$ cat src/rtl/sattn_rocc_cmd_bridge_pkg.sv
// sattn_rocc_cmd_bridge_pkg: register map, RoCC funct7 codes, bridge FSM encoding and command descriptor
package sattn_rocc_cmd_bridge_pkg;
  localparam int DATA_W = 64;
  localparam logic [15:0] REG_CMD       = 16'h0060;
  localparam logic [15:0] REG_IDX_WADDR = 16'h0070;
  localparam logic [15:0] REG_IDX_WDATA = 16'h0078;
  typedef enum logic [6:0] {
    F_CFG_WR = 7'h00,
    F_CFG_RD = 7'h01,
    F_LAUNCH = 7'h02,
    F_IDX_LD = 7'h03,
    F_STATUS = 7'h04
  } funct7_e;
  localparam logic [3:0] S_IDLE      = 4'd0;
  localparam logic [3:0] S_WR        = 4'd1;
  localparam logic [3:0] S_RD        = 4'd2;
  localparam logic [3:0] S_IDX_A     = 4'd3;
  localparam logic [3:0] S_IDX_D     = 4'd4;
  localparam logic [3:0] S_GAP       = 4'd5;
  localparam logic [3:0] S_LAUNCH_WR = 4'd6;
  localparam logic [3:0] S_WAIT_DONE = 4'd7;
  localparam logic [3:0] S_SETTLE    = 4'd8;
  localparam logic [3:0] S_RES_RD    = 4'd9;
  localparam logic [3:0] S_RESP      = 4'd10;
  typedef struct packed {
    logic [15:0]       rs1;
    logic [DATA_W-1:0] rs2;
    logic [4:0]        rd;
    logic              xd;
  } desc_t;
endpackage

$ cat src/rtl/sattn_rocc_cmd_bridge.sv
// sattn_rocc_cmd_bridge: turns RoCC commands into MMIO register sequences and returns RoCC responses
module sattn_rocc_cmd_bridge
  import sattn_rocc_cmd_bridge_pkg::*;
#(
  parameter int ADDR_WIDTH     = 16,
  parameter int DATA_WIDTH     = 64,
  parameter int TIMEOUT_CYCLES = 65535
) (
  input  logic                  clk,
  input  logic                  rstn,
  input  logic                  cmd_valid,
  output logic                  cmd_ready,
  input  logic [6:0]            cmd_funct7,
  input  logic [DATA_WIDTH-1:0] cmd_rs1,
  input  logic [DATA_WIDTH-1:0] cmd_rs2,
  input  logic [4:0]            cmd_rd,
  input  logic                  cmd_xd,
  output logic                  resp_valid,
  input  logic                  resp_ready,
  output logic [4:0]            resp_rd,
  output logic [DATA_WIDTH-1:0] resp_data,
  output logic                  mmio_wen,
  output logic                  mmio_ren,
  output logic [ADDR_WIDTH-1:0] mmio_addr,
  output logic [DATA_WIDTH-1:0] mmio_wdata,
  input  logic [DATA_WIDTH-1:0] mmio_rdata,
  input  logic                  acc_done,
  output logic                  bridge_busy,
  output logic                  err_sticky
);
  logic [3:0]            state_q, state_d;
  desc_t                 desc_q, desc_d;
  logic [DATA_WIDTH-1:0] res_q, res_d;
  logic [31:0]           cnt_q, cnt_d, tev_q, tev_d;
  logic                  err_q, err_d;
  logic [3:0]            fin_cmd, fin_desc;
  logic                  unused_rs1_hi;
  assign unused_rs1_hi = ^cmd_rs1[DATA_WIDTH-1:16];
  assign fin_cmd  = cmd_xd ? S_RESP : S_IDLE;
  assign fin_desc = desc_q.xd ? S_RESP : S_IDLE;
  // Next-state, descriptor capture, result latching and error/timeout bookkeeping
  always_comb begin
    state_d = state_q;
    desc_d  = desc_q;
    res_d   = res_q;
    cnt_d   = cnt_q;
    tev_d   = tev_q;
    err_d   = err_q;
    case (state_q)
      S_IDLE: if (cmd_valid) begin
        desc_d = '{rs1: cmd_rs1[15:0], rs2: DATA_W'(cmd_rs2), rd: cmd_rd, xd: cmd_xd};
        res_d  = '0;
        case (cmd_funct7)
          F_CFG_WR: state_d = S_WR;
          F_CFG_RD: state_d = S_RD;
          F_LAUNCH: state_d = S_LAUNCH_WR;
          F_IDX_LD: state_d = S_IDX_A;
          F_STATUS: begin
            res_d   = DATA_WIDTH'({err_q, 31'b0, tev_q});
            err_d   = 1'b0;
            state_d = fin_cmd;
          end
          default: begin
            res_d   = '1;
            err_d   = 1'b1;
            state_d = fin_cmd;
          end
        endcase
      end
      S_WR:    state_d = fin_desc;
      S_RD: begin
        res_d   = mmio_rdata;
        state_d = fin_desc;
      end
      S_IDX_A: state_d = S_IDX_D;
      S_IDX_D: state_d = S_GAP;
      S_GAP:   state_d = fin_desc;
      S_LAUNCH_WR: begin
        cnt_d   = '0;
        state_d = S_WAIT_DONE;
      end
      S_WAIT_DONE: begin
        cnt_d = cnt_q + 32'd1;
        if (acc_done) state_d = S_SETTLE;
        else if (cnt_q == 32'(TIMEOUT_CYCLES - 1)) begin
          err_d   = 1'b1;
          tev_d   = tev_q + 32'(tev_q != '1);
          res_d   = '1;
          state_d = fin_desc;
        end
      end
      S_SETTLE: state_d = S_RES_RD;
      S_RES_RD: begin
        res_d   = mmio_rdata;
        state_d = fin_desc;
      end
      S_RESP:  state_d = resp_ready ? S_IDLE : S_RESP;
      default: state_d = S_IDLE;
    endcase
  end
  // State and bookkeeping registers; reset aborts any command in flight
  always_ff @(posedge clk or negedge rstn) begin
    if (!rstn) begin
      state_q <= S_IDLE;
      desc_q  <= '0;
      res_q   <= '0;
      cnt_q   <= '0;
      tev_q   <= '0;
      err_q   <= 1'b0;
    end else begin
      state_q <= state_d;
      desc_q  <= desc_d;
      res_q   <= res_d;
      cnt_q   <= cnt_d;
      tev_q   <= tev_d;
      err_q   <= err_d;
    end
  end
  assign cmd_ready   = state_q == S_IDLE;
  assign bridge_busy = !cmd_ready;
  assign err_sticky  = err_q;
  assign resp_valid  = state_q == S_RESP;
  assign resp_rd     = resp_valid ? desc_q.rd : '0;
  assign resp_data   = resp_valid ? res_q : '0;
  assign mmio_wen    = state_q == S_WR || state_q == S_IDX_A || state_q == S_IDX_D || state_q == S_LAUNCH_WR;
  assign mmio_ren    = state_q == S_RD || state_q == S_RES_RD;
  // MMIO address/data per access state; bus is driven to zero when no access is active
  always_comb begin
    mmio_addr  = '0;
    mmio_wdata = '0;
    case (state_q)
      S_WR: begin
        mmio_addr  = ADDR_WIDTH'(desc_q.rs1);
        mmio_wdata = DATA_WIDTH'(desc_q.rs2);
      end
      S_RD:     mmio_addr = ADDR_WIDTH'(desc_q.rs1);
      S_LAUNCH_WR: begin
        mmio_addr  = ADDR_WIDTH'(REG_CMD);
        mmio_wdata = DATA_WIDTH'(desc_q.rs1[7:0]);
      end
      S_IDX_A: begin
        mmio_addr  = ADDR_WIDTH'(REG_IDX_WADDR);
        mmio_wdata = DATA_WIDTH'(desc_q.rs1);
      end
      S_IDX_D: begin
        mmio_addr  = ADDR_WIDTH'(REG_IDX_WDATA);
        mmio_wdata = DATA_WIDTH'(desc_q.rs2[15:0]);
      end
      S_RES_RD: mmio_addr = ADDR_WIDTH'(desc_q.rs2[15:0]);
      default: ;
    endcase
  end
endmodule

$ cat config.mk
export PLATFORM = sky130hd
export DESIGN_NAME = sattn_rocc_cmd_bridge
export DESIGN_NICKNAME = d
export VERILOG_FILES = /design/src/rtl/sattn_rocc_cmd_bridge_pkg.sv /design/src/rtl/sattn_rocc_cmd_bridge.sv
export SDC_FILE = /design/constraint.sdc
export NUM_CORES = 1
export LEC_CHECK = 0
export CORE_MARGIN = 4
export CORE_UTILIZATION = 48
export CTS_BUF_LIST = sky130_fd_sc_hd__clkbuf_8
export DETAILED_ROUTE_END_ITERATION = 10
export GPL_ROUTABILITY_DRIVEN = 1
export GPL_TIMING_DRIVEN = 1
export PLACE_DENSITY = 0.81
export SLEW_MARGIN = 10
export SYNTH_ARGS = -nofsm -noshare
export SYNTH_HDL_FRONTEND = slang
export SYNTH_SLANG_ARGS = --single-unit
$ cat constraint.sdc
create_clock -name clk -period 3.4 [get_ports clk]
set_clock_uncertainty 0.1 [all_clocks]
set_input_delay 0.34 -clock clk [delete_from_list [all_inputs] [get_ports clk]]
set_output_delay 0.34 -clock clk [all_outputs]
set_load 0.01 [all_outputs]
==> impl_results.md <==
- Cell chain of the critical path: buf_4, nand2b_1, nor2_4, buf_4, and2_1, clkdlybuf4s50_1
- Latest clock arrival within the worst-skew pair: 0.53 ns
- Final HPWL DP: 23300 µm
- Share of layout cells above drive strength 1: 0.184
- Leftover overflow at the end of global routing: 0
- Sink count of the clock tree: 219
- Via count of the first global-routing pass: 9576
- Site row count: 55
- Yosys synthesis warning count: 0
- Gate Count Post-Synth: 999
- Min cycle time layout: 3.21 ns
- Global Route Usage Sum: 0.247
- Relative contribution of sequential cells to total power: 0.345
- Number of hold violations in the final report: 0
- Post-CTS clock slew at the launch and capture registers of the worst setup and hold paths: 0.06 ns
- Detail-routed via count per cell: 5.62
- Total Routed Length: 32400 µm
- Internal power: 7560 µW
- Area of the core region: 22800 µm²
- Total CTS buffers: 39
- Die ar.: 25900 µm²
- Reported max-cap violation count: 0
- Post-synth EDFFs: 0
- Critical path endpoint category: output pin
- Final Core Density: 0.686
- Root buf cell: clkbuf_8
- Residual DRC: 0
- Average routed wire per standard cell: 19.5 µm
- Part of the total power dissipated in the clock network: 0.222
- Sequential cell area fraction in the yosys report: 0.489
- Max Buffers Root-to-Sink: 3
- Power density normalized to cell area: 722 nW/µm²
- Post-CTS Repair Setup Buffers: 0
- Leading area contributor after synthesis: dfrtp_1
- Count of buffers from port buffering: 316
- Worst Path Class, Setup: flip-flop to output pin
- Tightest slew margin relative to the limit: 0.451
- PnR Total Power: 11300 µW
- Leak pwr: 0.00643 µW
- Crit share post-route: 0.944
- I/O pin count: 365
- Maximum number of pins on one net before global-route repair: 102
- Combinational group share of total power: 0.432
- Switching power: 3760 µW
- Worst hold-check path type: primary input to flip-flop
- Max Clock Freq: 311 MHz
- Dominant register cell in the synthesized netlist: dfrtp_1
- NumNets Final: 1537
- Routed Antenna Nets: 0
- Count of antenna diodes in the layout: 0
- Required arrival time at the worst endpoint: 2.96 ns
- Die Span X: 161 µm
- Sw Share: 0.332
- Main area contributors after synthesis: dfrtp_1, mux2_2, a2bb2oi_2, and2_1, and3_1
- Area used by sequential logic in the layout: 5480 µm²
- Total Negative Setup Slacks: 0 ns
- Share of flip-flops with an asynchronous set or reset after synthesis: 1.00
- Cell mode on critical path: buf_4
- Highest-delay cell along the critical path: clkdlybuf4s50_1
- Commonest non-fill, non-tap cells in the layout: clkdlybuf4s50_1, dfrtp_1, mux2_2
- Initial antenna violation count: 1
- Height of the die: 161 µm
- Wire length of the first global-routing pass: 52400 µm
- Initial core utilization: 0.491
- Number of storage elements in the synthesis netlist: 219
- Unrepaired setup endpoints after global routing: no
- Total of fill cells in the finished design: 1677
- Peak fanout along the critical path: 48
- Arrival time of the worst setup path: 2.77 ns
- Result of the run: completed
- Average size of a mapped cell: 11.2 µm²
- Number of violations reported at the end of detailed-routing iteration 0: 773
- Post-Synthesis Cell Area: 11200 µm²
- Clock tree from TritonCTS: done
- H-tree levels: 2
- Worst Setup Start Kind: flip-flop
- First-pass DRT Iterations: 5
- Layout Area Growth over Synthesis: 39.7%
- Transition time at the pin with the least slew margin: 0.824 ns
- Setup Slack @ Placement: 0.326 ns
- Final setup violation count: 0
- Final number of max-transition violations: 0
- Cell variety after synth: 57
- Largest vdd supply drop: 0.000553 V
- Delay of the slowest critical-path stage: 0.57 ns
- Final worst slack: 0.190 ns
- Most common cell after layout, fill and taps aside: clkdlybuf4s50_1
- Share of the synthesized area in the top cell type: 0.489
- Placed standard-cell area: 14900 µm²
- Final standard cell area without fillers: 15700 µm²
- Net Count, Synth: 1214
- Footprint of the multi-input gates: 5390 µm²
- Number of vias after detailed routing: 9323
- Last weighted congestion value of the routability-driven placer: 0.853
==> power groups by stage <==
stage | logic, µW | registers [µW] | clock network, µW
floorplan | 3080 | 3750 | 0
global placement | 4810 | 3880 | 0
detailed placement | 4900 | 3940 | 0
CTS | 4920 | 3900 | 2570
global route | 5250 | 4000 | 2720
finish | 4890 | 3910 | 2520
==> per-stage QoR <==
step	hold slack, ns	instances
after floorplan	-0.0556	999
after global placement	0.344	1593
after detailed placement	0.342	1593
after CTS	0.256	1660
after global routing	0.274	1660
final	0.279	1660
==> state kept, by name (all words and copies together) (netlist names) <==
register and cells:
cnt_q 32, tev_q 32, res_q 64, state_q 4, err_sticky 1, desc_q 86
==> logic make-up after synthesis <==
| family | after synthesis | share of synthesized area |
|---|---|---|
| AO/OA/AOI/OAI | 173 | 0.150 |
| XOR/XNOR | 55 | 0.0429 |
| adder cells (fa/ha/maj) | 5 | 0.00558 |
| buffers and inverters | 83 | 0.0346 |
| flip-flops | 219 | 0.489 |
| multiplexers | 90 | 0.0902 |
| AND/OR/NAND/NOR | 374 | 0.188 |
==> synth_stat cells (4+ instances only) <==
cell type  count
a2bb2oi_1     14
a31oi_1        5
nand2_1       70
mux2_1         9
nor3_2         4
or4_1          6
inv_1         12
a22o_1        30
and4_1         6
nor3_1        12
dfrtp_1      219
clkbuf_1      40
buf_2         13
nor4_2         4
o31ai_1        4
nand4_1       24
nand2b_1       7
xnor2_1       28
nor4_1        14
buf_1          8
xor2_1        27
nand3_1       23
and2_1        73
and3_1        55
buf_6          7
a22oi_1       34
ha_1           5
nor2_1        54
a2bb2oi_2     50
a21oi_1        9
o21ai_0       12
mux2_2        80
==> path summary, 6_finish.rpt <==
| check | depth (start not counted) | startpoint | endpoint | slack (ns) |
|---|---|---|---|---|
| hold / removal | 3 | mmio_rdata[58] | res_q[58]$_DFFE_PN0P_ | 0.28 |
| min in group asynchronous | 2 | rstn | res_q[41]$_DFFE_PN0P_ | 0.34 |
| max in group asynchronous | 3 | rstn | desc_q[26]$_DFFE_PN0P_ | 2.06 |
| hold reg to reg | 1 | desc_q[2]$_DFFE_PN0P_ | desc_q[2]$_DFFE_PN0P_ | 0.38 |
| setup reg to reg | 10 | tev_q[20]$_DFFE_PN0P_ | tev_q[15]$_DFFE_PN0P_ | 0.33 |
| setup / recovery | 6 | state_q[2]$_DFFE_PN0P_ | resp_data[19] | 0.19 |
==> worst max-delay path, delay by kind of cell (launching register included) <==
| family | cells | cell delay [ns] |
|---|---|---|
| flip-flops | 1 | 0.48 |
| AND/OR/NAND/NOR | 3 | 0.57 |
| buffers and inverters | 3 | 1.17 |
==> area by class of cell <==
type | instances | area share
clock buffer | 49 | 0.0430
clock inverter | 17 | 0.00814
inverter | 13 | 0.00311
multi-input combinational | 697 | 0.344
sequential | 219 | 0.350
tap | 313 | 0.0250
timing repair buffer | 352 | 0.227
==> per-layer routing <==
layer | wire length [µm] | GRT usage
met5 | 8 | 0
met4 | 558 | 0.0597
met3 | 3270 | 0.0947
met2 | 15500 | 0.409
met1 | 13000 | 0.307
==> timing repair <==
| item | CTS | global route |
|---|---|---|
| gates resized for setup | 0 | 2 |
| endpoints found under the hold margin | 98 | 0 |
| setup endpoints to repair | 0 | 70 |
| hold buffers | 1 | 0 |
No activity file was read; power rests on OpenSTA's default activity.
